==> config.mk <==
export PLATFORM = sky130hd
export DESIGN_NAME = id_stage
export DESIGN_NICKNAME = d
export VERILOG_FILES = /design/src/rtl/id_stage.sv
export SDC_FILE = /design/constraint.sdc
export NUM_CORES = 1
export LEC_CHECK = 0
export ABC_AREA = 1
export CORE_UTILIZATION = 25
export CTS_BUF_LIST = sky130_fd_sc_hd__clkbuf_16
export CTS_CLUSTER_DIAMETER = 50
export CTS_CLUSTER_SIZE = 14
export DETAILED_ROUTE_END_ITERATION = 6
export GPL_TIMING_DRIVEN = 0
export PLACE_DENSITY_LB_ADDON = 0.05
export SYNTH_ARGS = -nofsm -noshare
export SYNTH_HDL_FRONTEND = slang
export SYNTH_SLANG_ARGS = --single-unit
export TNS_END_PERCENT = 50
==> constraint.sdc <==
create_clock -name clk -period 0.8 [get_ports clk]
set_input_delay 0.24 -clock clk [delete_from_list [all_inputs] [get_ports clk]]
set_output_delay 0.24 -clock clk [all_outputs]
set_load 0.005 [all_outputs]
==> src/rtl/id_stage.sv <==
// id_stage: registered instruction-decode stage with valid/ready handshake.
// Optional register scoreboard (RAW/WAW stall) enabled by defining ID_SCOREBOARD_EN.
// Instruction layout: rs1=[IW-1 -: RFW], rd=[IW-1-RFW -: RFW], rs2=[IW-1-2*RFW -: RFW], op=[0].

`ifndef OP_R
`define OP_R 1'b1
`endif
`ifndef REG0
`define REG0 0
`endif

module id_stage #(
  parameter int unsigned IW  = 8,
  parameter int unsigned RFW = 2
) (
  input  logic           clk,
  input  logic           rst,
  input  logic           in_valid,
  output logic           in_ready,
  input  logic [IW-1:0]  instruction,
  output logic           out_valid,
  input  logic           out_ready,
  output logic           out_rf_we,
  output logic [RFW-1:0] out_rs1_address,
  output logic [RFW-1:0] out_rs2_address,
  output logic [RFW-1:0] out_rd_address,
  input  logic           wb_valid,
  input  logic [RFW-1:0] wb_rd_address,
  input  logic           flush
);

  logic           op;
  logic [RFW-1:0] rs1;
  logic [RFW-1:0] rs2;
  logic [RFW-1:0] rd;
  logic           rf_we;
  logic           hazard;
  logic           accept;

  // Field extraction and write-enable decode
  always_comb begin
    op    = instruction[0];
    rs1   = instruction[IW-1 -: RFW];
    rd    = instruction[IW-1-RFW -: RFW];
    rs2   = instruction[IW-1-2*RFW -: RFW];
    rf_we = (op == `OP_R) && (rd != RFW'(`REG0));
  end

  // Bits between rs2 and op carry no meaning for this stage
  if (IW > 3*RFW + 1) begin : g_spare
    logic unused_spare;
    assign unused_spare = ^instruction[IW-3*RFW-1:1];
  end

`ifdef ID_SCOREBOARD_EN
  localparam int unsigned NREG = 2**RFW;

  logic [NREG-1:0] pending;
  logic [NREG-1:0] clr_mask;
  logic [NREG-1:0] live;
  logic [NREG-1:0] set_mask;

  // Writeback clears its register in the same cycle it completes
  always_comb begin
    clr_mask = '0;
    if (wb_valid) clr_mask = NREG'(1) << wb_rd_address;
    live   = pending & ~clr_mask;
    hazard = live[rs1] | live[rs2] | (rf_we & live[rd]);
  end

  // Accepted writer marks its destination in flight (rd never REG0 here)
  always_comb begin
    set_mask = '0;
    if (accept && rf_we) set_mask = NREG'(1) << rd;
  end

  // Scoreboard register: set wins over a same-cycle clear
  always_ff @(posedge clk) begin
    if (rst || flush) pending <= '0;
    else              pending <= live | set_mask;
  end
`else
  logic unused_wb;
  assign unused_wb = ^{wb_valid, wb_rd_address};
  assign hazard    = 1'b0;
`endif

  assign in_ready = (!out_valid || out_ready) && !hazard && !flush;
  assign accept   = in_valid && in_ready;

  // Output register: load on accept, drop valid on consume or flush
  always_ff @(posedge clk) begin
    if (rst) begin
      out_valid       <= 1'b0;
      out_rf_we       <= 1'b0;
      out_rs1_address <= '0;
      out_rs2_address <= '0;
      out_rd_address  <= '0;
    end else if (flush) begin
      out_valid <= 1'b0;
      out_rf_we <= 1'b0;
    end else if (accept) begin
      out_valid       <= 1'b1;
      out_rf_we       <= rf_we;
      out_rs1_address <= rs1;
      out_rs2_address <= rs2;
      out_rd_address  <= rd;
    end else if (out_ready) begin
      out_valid <= 1'b0;
      out_rf_we <= 1'b0;
    end
  end

endmodule

==> parameters.txt, run 1 <==
Parameter                              Value

Final layout
  Post-Layout Cell Count ... 95
  Number of diodes added for antenna fixing ... 0
  Layout overhead on the synthesized area ... 83.50%
  NumNets Final ... a little under 100
  Fraction of final layout cells sized beyond drive strength 1 ... 42.50%
  Share of the core filled with cells in the final layout ... 51.13%

Timing
  Tcrit/Tclk final ... 127.7%
  Relative max-transition margin ... 91.62%
  Final worst slack ... -0.2219 ns
  Final critical-path required period ... 1.022 ns
  Number of hold-slack violations in the final timing report ... 0
  Final-layout worst hold slack ... around 0.47 ns
  RSZ-0062 raised after global routing ... yes
  Final worst clock skew ... 0.002229 ns
  Fmax ... 978.6 MHz
  Worst-margin pin slew ... 0.1255 ns
  Final Max Slew Viols ... 0
  Setup violators final ... 17

Clocking
  Count of H-tree levels built during CTS ... 1
  Hold-fix buffers, CTS ... 0
  Total clock buffers created by CTS ... 3
  Max clock buf depth ... 2
  CTS tree ... done
  Root buffer cell ... clkbuf_16
  Worst-Skew Late Latency ... 0.23 ns
  Clock slew seen by the registers of the worst setup and hold paths ... 0.04 ns
  Total number of clock tree sinks ... 8

GRT
  Number of global-route vias before repair ... around 310
  All-Layer GR Usage ... 14.14%
  First-pass GRT wire length ... 1345 um
  GRT Residual Overflow ... 0
  Initial antenna violation count ... 0
  Maximum number of pins on one net before global-route repair ... 11

Floorplanning
  Core Region ... 1334 um2
  Die Y ... 40.56 um
  Number of top-level pins ... 25
  Initial standard-cell utilization of the core ... roughly 28%
  Die Wd ... 40.56 um
  FP Rows ... 13
  Die area ... around 1600 um2

Worst setup path
  Sort of element at the end of the critical path ... output port
  Slowest cell on the critical path ... dfxtp_2
  CP Cell Sequence ... a21oi_2, buf_2
  Setup crit start ... out_valid
  Signal arrival time at the worst endpoint ... 0.78 ns
  Launching element type of the critical path ... register
  Critical path's largest stage delay ... 0.33 ns
  Critical path peak fanout ... 3
  Startpoint-to-endpoint class of the critical path ... reg2out
  Data required time of the critical path ... around 0.56 ns
  Worst path buffer plus inverter count ... 1
  Kind of cell adding the most delay to the critical path ... flip-flops
  Reg2reg start ... out_valid

Placed design
  Total instance count after detailed placement ... 90
  Hpwl dp ... ~570 um
  Gpl congestion ... roughly 0.67
  PortBufs ... 20

Route
  Number of optimization iterations in the first detailed-route pass ... 2
  Initial DRC count ... 1
  Total DRC errors in the routed layout ... 0
  Vias post-DR ... 383
  Routed WL per cell ... 9.200 um
  Number of nets still failing antenna checks after routing ... 0
  Overall routed net length ... 874 um
  Avg Vias per Cell ... slightly above 4

Status
  Result of the run ... complete, but fails checks
  Failing checks ... setup timing

Pwr
  Leakage component of the power ... roughly 0.35 nW
  Areal power density over the cells ... roughly 2200 nW/um2
  Largest voltage drop on the vdd net ... between 0.002 and 0.0025 V

Job
  Maxcap violations ... 0

Yosys
  Avg Cell Area, Syn ... just under 7 um2
  Share of the synthesized area in the top cell type ... 43.10%
  Commonest register cell after synthesis ... dfxtp_1
  Dominant cell by count in the synthesized netlist ... nor2_1
  Share of async-settable or async-resettable flops after synthesis ... 0%
  Distinct cell type count of the synthesized netlist ... 10
  EDFF count, synth ... 0
  Largest area contributor in the synthesized netlist ... dfxtp_1
  Synthesis-stage register bit count ... 8
  Yosys warning total ... 0
  Largest cells by area after synthesis ... dfxtp_1 43%, nor2_1 15%, nand2_1 13%
  Synthesized instance count ... 55
  Synthesized area ... 371.6 um2
  Most common library cells after synthesis ... 15 x nor2_1, 13 x nand2_1, 10 x inv_1, 8 x dfxtp_1, 3 x nand2_2
  Sequential element share of the synthesized area ... roughly 43%
  Synthesized net count ... 71

Min path
  Beginning of the worst hold path ... out_ready
  Min-delay worst type ... in2reg
cell type report:
type | count | area, um2
fillers | 143 | 651.9
repair buffers | 22 | 191.4
flip-flops and latches | 8 | 170.2
multi-input cells | 35 | 170.2
clock buffers | 3 | 75.07
inverters | 11 | 41.29
well taps | 15 | 18.77
plain buffers | 1 | 15.01
tightest hold or removal path, delay by kind of cell:
| family | cells | cell delay (ns) |
|---|---|---|
| buffers and inverters | 2 | 0.26 |
| AO/OA/AOI/OAI | 1 | 0.07 |
| AND/OR/NAND/NOR | 1 | 0.10 |
layer usage:
layer / GRT usage, % / vias to the layer above / part of all wire, %
met5: 0 / - / 0
met4: 7.500 / 0 / 1.4
met3: 10.00 / 2 / 8.4
met2: 22.22 / 13 / 48
met1: 13.62 / 158 / 42
li1: - / 210 / -
metrics by stage:
| stage | setup TNS [ns] | instance area, um2 | total power (W) | worst slack [ns] |
|---|---|---|---|---|
| final | -1.766 | 681.9 | 0.001476 | -0.2219 |
| after global routing | -2.413 | 681.9 | 0.001559 | -0.2684 |
| after CTS | -1.609 | 656.9 | 0.001486 | -0.2111 |
| after detailed placement | -7.360 | 591.8 | 0.0006460 | -0.8205 |
| after global placement | -7.329 | 591.8 | 0.0006453 | -0.8150 |
| after floorplan | -0.4230 | 372.9 | 0.0005254 | -0.08922 |
power breakdown:
| group | leakage [nW] | switching, W | internal [W] |
|---|---|---|---|
| clock | 0.0370 | 0.000187 | 0.000644 |
| sequential | 0.0688 | 0.0000132 | 0.000430 |
| combinational | 0.242 | 0.0000848 | 0.000118 |
flip-flops by register name, indices dropped and copies added, names as in the netlist:
signal / cells
out_rd_address: 2
out_rs1_address: 2
out_rs2_address: 2
out_rf_we: 1
out_valid: 1
final timing paths:
| check | end | slack [ns] | cells after the start |
|---|---|---|---|
| max | in_ready | -0.22 | 2 |
| min | out_valid | 0.47 | 4 |
| max reg2reg | out_rf_we | -0.13 | 5 |
| min reg2reg | out_rs1_address[1] | 0.51 | 4 |
cells in the final DEF (no fill, tap or decap), types with 2 or more instances in the layout:
master	netlist	routed
inv_2	1	3
clkdlybuf4s50_1	0	8
inv_1	10	8
clkbuf_16	0	3
nand2_1	13	12
dfxtp_2	0	8
buf_2	0	5
buf_6	1	4
nor2_1	15	13
dlygate4sd2_1	0	3
buf_4	0	2
nand2_2	3	4
nor2_2	0	2
repair_timing:
action / 4_1_cts / 5_1_grt
resized for setup: 51 / 5
pin swaps: 3 / 0
setup buffers: 2 / 0
endpoints found under the hold margin: 0 / 0
endpoints found under the setup margin: 17 / 17
cells by family (layout without fill, tap and decap cells):
logic type	count (synthesis)	after routing	share of synthesized area, %
simple gates	32	32	38.05
flops	8	8	43.10
compound gates	3	3	4.715
buf+inv	12	37	14.14
Power figures use the tool's default switching activity.
==> run 2, diff against run 1 <==
--- a/config.mk
+++ b/config.mk
@@ -11,6 +11,7 @@
 export CTS_CLUSTER_DIAMETER = 50
 export CTS_CLUSTER_SIZE = 14
 export DETAILED_ROUTE_END_ITERATION = 6
+export DONT_BUFFER_PORTS = 1
 export GPL_TIMING_DRIVEN = 0
 export PLACE_DENSITY_LB_ADDON = 0.05
 export SYNTH_ARGS = -nofsm -noshare
==> run 2 against run 1 <==
The flow still finishes with violations (setup timing). Register-to-register slack hardly changed. Combinational power decreased by 44%. Cell area fell by 23%. Critical path depth decreased by 1. Critical endpoint unchanged. Flip-flop and latch count unchanged. Clock power about the same. Global-route usage down 2.4 points. Utilization decreased by 12 points. Highest routed layer unchanged. Maximum frequency is 7.9% higher. Worst hold slack worse by 0.33 ns. Power fell by 6.0%. Clock skew rose by 0.00051 ns. Largest power group unchanged.
==> parameters.txt, run 2 (synthesis gave the netlist of run 1 again) <==
Parameter                              Value

Route
  Initial DRC count ... 1 (unchanged)
  Number of optimization iterations in the first detailed-route pass ... 2 (unchanged)
  Number of nets still failing antenna checks after routing ... 0 (unchanged)
  Overall routed net length ... 741 um (was 874 um)
  Routed WL per cell ... 9.500 um (was 9.200 um)
  Vias post-DR ... 322 (was 383)
  Total DRC errors in the routed layout ... 0 (unchanged)
  Avg Vias per Cell ... 4.128 (was 4.032)

Final layout
  Number of diodes added for antenna fixing ... 0 (unchanged)
  Fill count ... 158 (was 143)
  NumNets Final ... 81 (was 98)
  Regs by FF count ... out_rd_address: 2 flops, out_rs1_address: 2 flops, out_rs2_address: 2 flops (unchanged)
  Fraction of final layout cells sized beyond drive strength 1 ... 39.68% (was 42.50%)
  Area occupied by registers ... 171.4 um2 (was 170.2 um2)
  Commonest non-fill, non-tap cell in the layout ... nor2_1 (unchanged)
  Share of the core filled with cells in the final layout ... 39.59% (was 51.13%)
  Commonest cells after routing, fill and taps aside ... 13 x nor2_1, 12 x nand2_1, 10 x inv_1 (was 13 x nor2_1, 12 x nand2_1, 8 x inv_1, 8 x clkdlybuf4s50_1, 8 x dfxtp_2)
  Layout overhead on the synthesized area ... 42.09% (was 83.50%)
  Area used by multi-input combinational logic ... 175.2 um2 (was 170.2 um2)
  Final Instance Area ... 528.0 um2 (was 681.9 um2)

Placed design
  Hpwl dp ... 519.7 um (was 567.1 um)
  PortBufs ... 0 (was 20)
  Placed instance area ... 391.6 um2 (was 591.8 um2)
  Gpl congestion ... 0.5358 (was 0.6725)

Worst setup path
  Kind of cell adding the most delay to the critical path ... flip-flops (unchanged)
  Signal arrival time at the worst endpoint ... 0.71 ns (was 0.78 ns)
  Launching element type of the critical path ... register (unchanged)
  Startpoint-to-endpoint class of the critical path ... reg2out (unchanged)
  Worst path buffer plus inverter count ... 0 (was 1)
  Slowest cell on the critical path ... dfxtp_4 (was dfxtp_2)
  Worst reg-to-reg path cell count ... 5 (unchanged)
  Data required time of the critical path ... 0.56 ns (about the same)
  CP Cell Sequence ... a21oi_2 (was a21oi_2, buf_2)
  Critical path's largest stage delay ... 0.35 ns (was 0.33 ns)
  Setup crit start ... out_valid (unchanged)
  Reg2reg start ... out_valid (unchanged)
  Sort of element at the end of the critical path ... output port (unchanged)
  Critical path peak fanout ... 3 (unchanged)
  Worst r2r dst ... out_rf_we (unchanged)
  Slack of the worst reg-to-reg path ... -0.12 ns (was -0.13 ns)

GRT
  Initial antenna violation count ... 0 (unchanged)
  Fraction of met3 tracks used by global routing ... 5.000% (was 10.00%)
  GRT Residual Overflow ... 0 (unchanged)
  Most utilized layer in the global route result ... met2 (unchanged)
  Global routing met2 resource utilization ... 17.06% (was 22.22%)
  All-Layer GR Usage ... 11.69% (was 14.14%)
  GR Util met1 ... 12.79% (was 13.62%)
  Maximum number of pins on one net before global-route repair ... 8 (was 11)
  Number of global-route vias before repair ... 308 (was 311)
  First-pass GRT wire length ... 1138 um (was 1345 um)

Floorplanning
  Die Y ... 40.56 um (unchanged)
  Die Wd ... 40.56 um (unchanged)
  Initial standard-cell utilization of the core ... 27.86% (unchanged)
  Die area ... 1645 um2 (unchanged)
  Number of top-level pins ... 25 (unchanged)
  FP Rows ... 13 (unchanged)
  Core Region ... 1334 um2 (unchanged)

Job
  Maxcap violations ... 0 (unchanged)

Timing
  Final Max Slew Viols ... 0 (unchanged)
  Number of hold-slack violations in the final timing report ... 0 (unchanged)
  RSZ-0062 raised after global routing ... yes (unchanged)
  Final critical-path required period ... 0.9472 ns (was 1.022 ns)
  Worst-margin pin slew ... 0.2247 ns (was 0.1255 ns)
  Setup violators final ... 11 (was 17)
  Relative max-transition margin ... 85.00% (was 91.62%)
  Tcrit/Tclk final ... 118.4% (was 127.7%)
  Fmax ... 1056 MHz (was 978.6 MHz)
  Final worst slack ... -0.1472 ns (was -0.2219 ns)
  Final worst clock skew ... 0.002743 ns (was 0.002229 ns)

Clocking
  Total clock buffers created by CTS ... 3 (unchanged)
  Max clock buf depth ... 2 (unchanged)
  CTS tree ... done (unchanged)
  Clock slew seen by the registers of the worst setup and hold paths ... 0.04 ns (about the same)
  Count of H-tree levels built during CTS ... 1 (unchanged)
  Root buffer cell ... clkbuf_16 (unchanged)
  Hold-fix buffers, CTS ... 0 (unchanged)
  Worst-Skew Late Latency ... 0.23 ns (about the same)
  Total number of clock tree sinks ... 8 (unchanged)

Min path
  Cell count of the worst hold path ... 2 (was 4)
  Beginning of the worst hold path ... instruction[3] (was out_ready)
  Min-delay worst type ... in2reg (unchanged)
  Hold-critical path endpoint ... out_rs2_address[1] (was out_valid)

Status
  Result of the run ... complete, but fails checks (unchanged)
  Failing checks ... setup timing (unchanged)

Pwr
  Areal power density over the cells ... 2628 nW/um2 (was 2165 nW/um2)
  Leakage component of the power ... 0.2705 nW (was 0.3477 nW)
  Power, Total ... 0.001388 W (was 0.001476 W)
  Largest voltage drop on the vdd net ... 0.0009595 V (was 0.002212 V)
## run 2: changes by cell type in the layout (fill, tap and decap cells not counted), sizes merged
cell / before / now
dlygate4sd2: 3 / 0
buf: 12 / 6
clkdlybuf4s50: 8 / 0
## run 2: what timing repair did
item | CTS | global route
buffers inserted | 4 | 0
endpoints found under the setup margin | 17 | 17
pin swaps | 3 | 1
gates cloned | 1 | 0
gates resized for setup | 8 | 4
## run 2: stage by stage
step	std cells	hold slack, ns	setup slack [ns]	setup TNS, ns
CTS	78	0.1471	-0.1289	-1.008
floorplan	55	0.3749	-0.08922	-0.4230
detailed placement	70	0.3839	-0.1695	-1.022
finish	78	0.1464	-0.1472	-0.9766
global route	78	0.1489	-0.2306	-1.782
global placement	70	0.3794	-0.1697	-1.015
## run 2: power breakdown
part | switching, W | internal, W
combinational | 0.0000616 | 0.0000524
clock | 0.000185 | 0.000644
sequential | 0.0000176 | 0.000428
## run 2: area by class of cell
class	instances	share of cell area, %
Clock buffer	3	14.22
Buffer	1	2.133
Timing Repair Buffer	5	6.635
Tap cell	15	3.555
Sequential cell	8	32.46
Multi-Input combinational cell	35	33.18
Inverter	11	7.820
## run 2: how the worst max path moves through the flow
stage | end | slack, ns | cells after the start
2_1_floorplan | out_rf_we | -0.09 | 5
3_5_place_dp | out_rf_we | -0.17 | 5
3_3_place_gp | out_rf_we | -0.17 | 5
5_1_grt | out_rf_we | -0.23 | 5
4_1_cts | in_ready | -0.13 | 1
6_report | in_ready | -0.15 | 1
## run 2: routing by layer
metal | share of wire [%] | vias to the layer above | wire length (um)
li1 | - | 178 | -
met1 | 49 | 131 | 365
met2 | 42 | 11 | 310
met3 | 7.3 | 2 | 54
met4 | 1.3 | 0 | 10
met5 | 0 | - | 0
